### config.mk
export PLATFORM = sky130hd
export DESIGN_NAME = fusion_issue_seq_flat
export DESIGN_NICKNAME = d
export VERILOG_FILES = /design/src/rtl/fusion_issue_if.sv /design/src/rtl/fusion_issue_seq.sv /design/src/flat_wrapper.sv
export SDC_FILE = /design/constraint.sdc
export NUM_CORES = 1
export LEC_CHECK = 0
export ABC_AREA = 0
export CAP_MARGIN = 30
export CORE_MARGIN = 10
export CORE_UTILIZATION = 35
export CTS_BUF_LIST = sky130_fd_sc_hd__clkbuf_16
export CTS_CLUSTER_SIZE = 30
export DETAILED_ROUTE_END_ITERATION = 6
export DONT_BUFFER_PORTS = 1
export PLACE_DENSITY = 0.54
export SLEW_MARGIN = 20
export SYNTH_ARGS = -nofsm -noshare
export SYNTH_HDL_FRONTEND = slang
export SYNTH_SLANG_ARGS = --single-unit
### constraint.sdc
create_clock -name clk_i -period 4.55 [get_ports clk_i]
set_clock_uncertainty 0.2 [all_clocks]
set_input_delay 0.6825 -clock clk_i [delete_from_list [all_inputs] [get_ports clk_i]]
set_output_delay 0.6825 -clock clk_i [all_outputs]
set_load 0.01 [all_outputs]
### src/rtl/fusion_issue_if.sv
// Pair-in / entry-out handshake bundle between fusion scan/decode and the issue stage.
// The slave modport is the sequencer's view of the bundle.
interface fusion_issue_if #(
    parameter type entry_t = logic
);
    entry_t     pair [2];
    logic [1:0] pair_valid;
    logic       pair_fused;
    logic       pair_ready;
    entry_t     issue;
    logic       issue_valid;
    logic       issue_ready;
    logic       issue_fused;

    modport master (
        output pair, pair_valid, pair_fused, issue_ready,
        input  pair_ready, issue, issue_valid, issue_fused
    );

    modport slave (
        input  pair, pair_valid, pair_fused, issue_ready,
        output pair_ready, issue, issue_valid, issue_fused
    );
endinterface

### src/rtl/fusion_issue_seq.sv
// Buffers one decoded pair and issues it slot by slot, dropping the absorbed slot 0 of a
// fused pair when fusion is enabled; counts issued fused entries with saturation.
module fusion_issue_seq #(
    parameter type         entry_t = logic,
    parameter int unsigned CNT_W   = 32
) (
    input  logic             clk_i,
    input  logic             rst_ni,
    input  logic             flush_i,
    input  logic             fusion_en_i,
    fusion_issue_if.slave    bus,
    output logic [CNT_W-1:0] fused_cnt_o,
    output logic             busy_o
);
    typedef enum logic [1:0] {EMPTY, SLOT0, SLOT1} state_e;

    state_e           state_q;
    entry_t           buf1_q;
    entry_t           issue_q;
    logic             v1_q;
    logic             fused_q;
    logic             valid_q;
    logic             issue_fused_q;
    logic [CNT_W-1:0] cnt_q;

    logic       fuse_take;
    logic [1:0] v_cap;
    logic       hs;
    logic       accept;

    // A fused flag on an incomplete pair is ignored: both slots must be present to fuse.
    always_comb begin
        fuse_take = bus.pair_fused && fusion_en_i && (bus.pair_valid == 2'b11);
        v_cap     = fuse_take ? 2'b10 : bus.pair_valid;
    end

    assign bus.issue       = issue_q;
    assign bus.issue_fused = issue_fused_q;
    assign bus.issue_valid = valid_q && !flush_i;
    assign hs              = bus.issue_valid && bus.issue_ready;

    // A new pair may enter only when the buffer is empty or its last slot leaves this cycle.
    assign bus.pair_ready = rst_ni && !flush_i &&
                            ((state_q == EMPTY) ||
                             ((state_q == SLOT1) && hs) ||
                             ((state_q == SLOT0) && hs && !v1_q));
    assign accept         = bus.pair_ready && (|bus.pair_valid);

    assign fused_cnt_o = cnt_q;
    assign busy_o      = (state_q != EMPTY);

    // NOTE: sequential state uses non-blocking assignments only, so every register samples
    // the pre-edge values regardless of statement order inside this block.
    always_ff @(posedge clk_i or negedge rst_ni) begin
        if (!rst_ni) begin
            state_q       <= EMPTY;
            buf1_q        <= '0;
            issue_q       <= '0;
            v1_q          <= 1'b0;
            fused_q       <= 1'b0;
            valid_q       <= 1'b0;
            issue_fused_q <= 1'b0;
            cnt_q         <= '0;
        end else begin
            if (hs && issue_fused_q && (cnt_q != '1))
                cnt_q <= cnt_q + {{(CNT_W-1){1'b0}}, 1'b1};

            if (flush_i) begin
                state_q       <= EMPTY;
                v1_q          <= 1'b0;
                fused_q       <= 1'b0;
                valid_q       <= 1'b0;
                issue_fused_q <= 1'b0;
            end else if (accept) begin
                buf1_q  <= bus.pair[1];
                v1_q    <= v_cap[1];
                fused_q <= fuse_take;
                valid_q <= 1'b1;
                if (v_cap[0]) begin
                    state_q       <= SLOT0;
                    issue_q       <= bus.pair[0];
                    issue_fused_q <= 1'b0;
                end else begin
                    state_q       <= SLOT1;
                    issue_q       <= bus.pair[1];
                    issue_fused_q <= fuse_take;
                end
            end else if (hs) begin
                if ((state_q == SLOT0) && v1_q) begin
                    state_q       <= SLOT1;
                    issue_q       <= buf1_q;
                    issue_fused_q <= fused_q;
                end else begin
                    state_q       <= EMPTY;
                    v1_q          <= 1'b0;
                    fused_q       <= 1'b0;
                    valid_q       <= 1'b0;
                    issue_fused_q <= 1'b0;
                end
            end
        end
    end
endmodule

### src/flat_wrapper.sv
// flat-port wrapper written by rule: the top's interface ports become plain ports
module fusion_issue_seq_flat 
#(
    parameter type         entry_t = logic,
    parameter int unsigned CNT_W   = 32
)
  (clk_i, rst_ni, flush_i, fusion_en_i, fused_cnt_o, busy_o, bus_pair, bus_pair_valid, bus_pair_fused, bus_issue_ready, bus_pair_ready, bus_issue, bus_issue_valid, bus_issue_fused);
  fusion_issue_if #(.entry_t(entry_t)) bus_i ();
  input  logic clk_i;
  input  logic rst_ni;
  input  logic flush_i;
  input  logic fusion_en_i;
  output logic [CNT_W-1:0] fused_cnt_o;
  output logic busy_o;
  input wire logic [$bits(bus_i.pair)-1:0] bus_pair;
  input wire logic [$bits(bus_i.pair_valid)-1:0] bus_pair_valid;
  input wire logic [$bits(bus_i.pair_fused)-1:0] bus_pair_fused;
  input wire logic [$bits(bus_i.issue_ready)-1:0] bus_issue_ready;
  output wire logic [$bits(bus_i.pair_ready)-1:0] bus_pair_ready;
  output wire logic [$bits(bus_i.issue)-1:0] bus_issue;
  output wire logic [$bits(bus_i.issue_valid)-1:0] bus_issue_valid;
  output wire logic [$bits(bus_i.issue_fused)-1:0] bus_issue_fused;
  assign bus_i.pair = {>>{bus_pair}};
  assign bus_i.pair_valid = bus_pair_valid;
  assign bus_i.pair_fused = bus_pair_fused;
  assign bus_i.issue_ready = bus_issue_ready;
  assign bus_pair_ready = bus_i.pair_ready;
  assign bus_issue = bus_i.issue;
  assign bus_issue_valid = bus_i.issue_valid;
  assign bus_issue_fused = bus_i.issue_fused;
  fusion_issue_seq #(.entry_t(entry_t), .CNT_W(CNT_W)) u_core (.clk_i(clk_i), .rst_ni(rst_ni), .flush_i(flush_i), .fusion_en_i(fusion_en_i), .bus(bus_i), .fused_cnt_o(fused_cnt_o), .busy_o(busy_o));
endmodule
* Word level (Yosys, flattened, before mapping)
Cells that the tools add are included.
Word-level totals: bits in read-only memories 0, bits in registers 40, word-level logic and storage cells 64, input port bits 10, bits in writable memories 0, bits in latches 0, output and inout port bits 37, memories 0
Operators by class: multipliers 0, div/mod/pow operators 0, shift-type cells 0, bitwise operators 1, muxes and demuxes 23, order comparisons 0, add/subtract/negate cells 1, eq/ne operators 5, reductions and logical operators 26
Operators by type and width (count):
- adder 32 x 1 -> 32 bit, second input constant | 1
- inequality test 32 bit, second input constant | 1
- two-way mux 1 bit | 17
- logical AND 1 bit | 13
- two-way mux 2 bit | 6
- nonzero test 2 bit | 3
- == test 2 bit, second input constant | 2
- AND reduction 2 bit | 2
- inequality test 3 x 2 -> 1 bit, second input constant | 1
- AND reduction 3 bit | 1
- nonzero test 3 bit | 1
- == test 2 x 1 -> 1 bit, second input constant | 1
- zero test 1 bit | 2
- zero test 2 bit | 1
- logical OR 1 bit | 2
- OR reduction 2 bit | 1
- NOT 1 bit | 1

* Logic depth before layout (Yosys ltp)
depth in word-level cells 10, mapped depth 8, depth with buffers taken out 6

* Worst setup path before layout
OpenSTA, ideal clock, no wires.
path type input -> output, from input port flush_i, to output port bus_pair_ready, required time 3.668 ns, slack 2.281 ns, arrival 1.387 ns, stages 3, path buffers 0, cell sequence nand3b_1 o311ai_1 and2_1
On the way: longest elaborated chain between the ends 7, elaborated cells between the ends (all ways) 10, classes of those cells reduce/logical: 10
Ends and longest elaborated chain:
- start, declared | line flat_wrapper.sv:11 | input logic flush_i;
- zero test 1 bit * | line fusion_issue_seq.sv:39, fusion_issue_seq.sv:43
- logical AND 1 bit | line fusion_issue_seq.sv:39 | assign bus.issue_valid = valid_q && !flush_i;
- logical AND 1 bit | line fusion_issue_seq.sv:40 | assign hs = bus.issue_valid && bus.issue_ready;
- logical AND 1 bit, on equally long branches | line fusion_issue_seq.sv:45, fusion_issue_seq.sv:46
- logical OR 1 bit or logical AND 1 bit (tied branches) | line fusion_issue_seq.sv:44, fusion_issue_seq.sv:46
- logical OR 1 bit | line fusion_issue_seq.sv:45 | ((state_q == SLOT1) && hs) ||
- logical AND 1 bit * | line fusion_issue_seq.sv:43 | assign bus.pair_ready = rst_ni && !flush_i &&
- end, declared | line flat_wrapper.sv:19 | output wire logic [$bits(bus_i.pair_ready)-1:0] bus_pair_ready;
Mark *: on every way between the ends. The rest lies on a longest branch, timed or not.

* Worst setup path after layout
Ends and elaborated chain as after synthesis.

==> results.yml <==
route:
  detail-route-antenna-nets: 0
  vias_per_cell: 5.19
  drc: 0
  first_pass_iters: 4
  drt_iter0_markers: 56
  vias: 1427
  wire_per_inst_um: 17.6
  finalWirelength_um: 4830
sta:
  worst_pin_slew_ns: 0.613
  tns_ns: 0
  slew_violations: 0
  slew_headroom_pct: 58.9
  finalCritPeriodShare_pct: 52.0
  fmax_ghz: 0.422
  hold_viol_final: 0
  rsz0062_at_grt: "false"
  period_needed_ns: 2.37
  setup_viol: 0
die:
  dieWidth_um: 98.1
  core_area_um2: 5920
  ios: 47
  dieArea_um2: 9630
  start_util_pct: 36.1
  rows: 28
  dieHeight_um: 98.1
worst_setup_path:
  worstReg2RegStart: "u_core.fused_cnt_o[11]$_DFFE_PN0P_"
  cpMaxStageDelayCell: "o311ai_1"
  startpoint: "flush_i"
  crit_chain: "nand3b_1, o311ai_1, and2_1"
  start_kind: "primary input"
  cp-endpoint: "bus_pair_ready"
  criticalPathCategory: "in -> out"
  required_ns: 3.67
  critPathMaxStageDelay_ns: 0.32
  worstSetupEndpointType: "output pin"
  critPathBufInv: 0
  ff2ff_setup_slack_ns: 2.19
  critical_path_arrival_ns: 1.48
  crit_cells: 3
  r2r_end: "u_core.fused_cnt_o[1]$_DFFE_PN0P_"
  cp_top_family: "simple AND/OR/NAND/NOR gates"
  crit_fanout: 6
  reg2reg_depth: 5
grt:
  grt_max_degree: 41
  gr-total-overflow: 0
  grtUsageTotal_pct: 9.96
  grt_pass1_vias: 1462
  antenna_found_initial: 0
  grt_pass1_wl_um: 7780
final_layout:
  num-fill-cells: 572
  drive_above_1_share_pct: 15.5
  finalNonFillerCells: 275
  n_antenna_cell: 0
  area_growth_pct: 9.13
  most-common-layout-cells: "40 x dfrtp_1, 24 x xor2_1, 19 x nand2_1"
  postLayoutCoreUtil_pct: 39.4
  num-nets-final: 211
  final_common_cell: "dfrtp_1"
min_path:
  hp-class: "in -> async"
status:
  status: "finished clean"
yosys:
  ys_seq_area_share_pct: 46.8
  synth-async-reset-ratio_pct: 100
  synthCells: 197
  synthFlopType: "dfrtp_1"
  synthDistinctLibCells: 45
  syn_avg_cell_area_um2: 10.8
  synthesis.nets: 208
  yosysWarnings: 0
  ys_ff_latch: 40
  synth_edf_count: 0
  syn-cell-area_um2: 2140
cts:
  numCtsBuffers: 5
  cts_root_buf: "clkbuf_16"
  cts_resized: 0
  cts_max_path_buffers: 2
  htree_levels: 2
  clock-sinks: 40
  clock_latency_ns: 0.28
  ctsHoldBuffers: 1
  clk_pin_slew_ns: 0.06
  post-cts-setup-buffers: 0
  cts_tree: "done"
job:
  max_cap_viol_count: 0
placement:
  dp_cells: 267
  io_buffers: 0
  gp_congestion: 0.768
  dp_hpwl_um: 3600
power_and_ir_drop:
  vdd_ir_drop_max_uv: 219
  p_leak_nw: 1.07
  p_per_area_nw_per_um2: 317
==> per-layer routing <==
metal / vias up / GRT usage [%] / routed length [µm] / part of all wire [%]
met1: 682 / 11.1 / 2040 / 42
met5: - / 0 / 0 / 0
met2: 29 / 15.8 / 2270 / 47
met4: 0 / 3.97 / 75 / 1.6
li1: 711 / - / - / -
met3: 5 / 5.21 / 441 / 9.1
==> flip-flops by register name, summed over array words and instances, names as in the netlist <==
signal                  flops
u_core.buf1_q               1
u_core.bus.issue            1
u_core.bus.issue_fused      1
u_core.fused_cnt_o         32
u_core.fused_q              1
u_core.state_q              2
u_core.v1_q                 1
u_core.valid_q              1
==> power by group <==
part           leakage, nW  switching (mW)  internal (mW)
clock network       0.0709           0.129          0.197
registers            0.540          0.0118          0.366
logic                0.456          0.0200         0.0156
total                 1.07           0.161          0.579
==> synthesized netlist by cell type (3+ instances only) <==
library cell  count  area (µm²)
a21oi_1           5        25.0
and3_1            5        31.3
dfrtp_1          40        1000
inv_1             3        11.3
mux2_2            4        45.0
nand2_1          19        71.3
nand3_1          12        60.1
nand4_1           8        50.1
nor2_1           12        45.0
nor3_1            7        35.0
nor4_2            4        50.1
o211ai_1          3        22.5
or2_2             4        25.0
xnor2_1           4        35.0
xor2_1           24         210
==> kinds of logic after synthesis <==
kind of cell	synth area share, %
muxes	3.04
xor gates and xnor gates	11.5
DFF	46.8
AOI/OAI and AO/OA	5.80
and+or+nand+nor	29.3
adders and majority gates	0.585
buffers and inverters	2.99
==> worst reg2reg max path, delay by kind of cell (launching register included) <==
kind	cells	cell delay [ns]
AND/OR/NAND/NOR	4	1.22
multiplexers	1	0.34
flip-flops	1	0.49
==> worst min-delay path by stage <==
| stage | cells past startpoint | slack (ns) | end | start |
|---|---|---|---|---|
| global placement | 0 | 0.19 | u_core.fused_cnt_o[9]$_DFFE_PN0P_ | rst_ni |
| floorplan | 0 | 0.19 | u_core.buf1_q$_DFFE_PN0P_ | rst_ni |
| CTS | 1 | 0.05 | u_core.fused_cnt_o[11]$_DFFE_PN0P_ | rst_ni |
| detailed placement | 0 | 0.19 | u_core.fused_cnt_o[8]$_DFFE_PN0P_ | rst_ni |
| global route | 1 | 0.05 | u_core.fused_cnt_o[5]$_DFFE_PN0P_ | rst_ni |
| finish | 1 | 0.04 | u_core.fused_cnt_o[5]$_DFFE_PN0P_ | rst_ni |
==> final cells by class <==
class,instances,area [µm²],share of cell area [%]
clock buffers,5,125,5.36
well taps,75,93.8,4.02
repair buffers,1,20.0,0.858
multi-input cells,149,1070,46.0
flip-flops and latches,40,1000,42.9
clock inverters,2,8.76,0.376
inverters,3,11.3,0.483
==> metrics by stage <==
| stage | total power [mW] | hold WS, ns | setup WS [ns] | instance area [µm²] |
|---|---|---|---|---|
| floorplan | 0.405 | 0.187 | 2.28 | 2140 |
| global placement | 0.412 | 0.189 | 2.20 | 2180 |
| detailed placement | 0.412 | 0.189 | 2.19 | 2180 |
| CTS | 0.749 | 0.0499 | 2.19 | 2330 |
| global route | 0.767 | 0.0504 | 2.00 | 2330 |
| finish | 0.739 | 0.0394 | 2.18 | 2330 |
No activity file was read; power rests on OpenSTA's default activity.
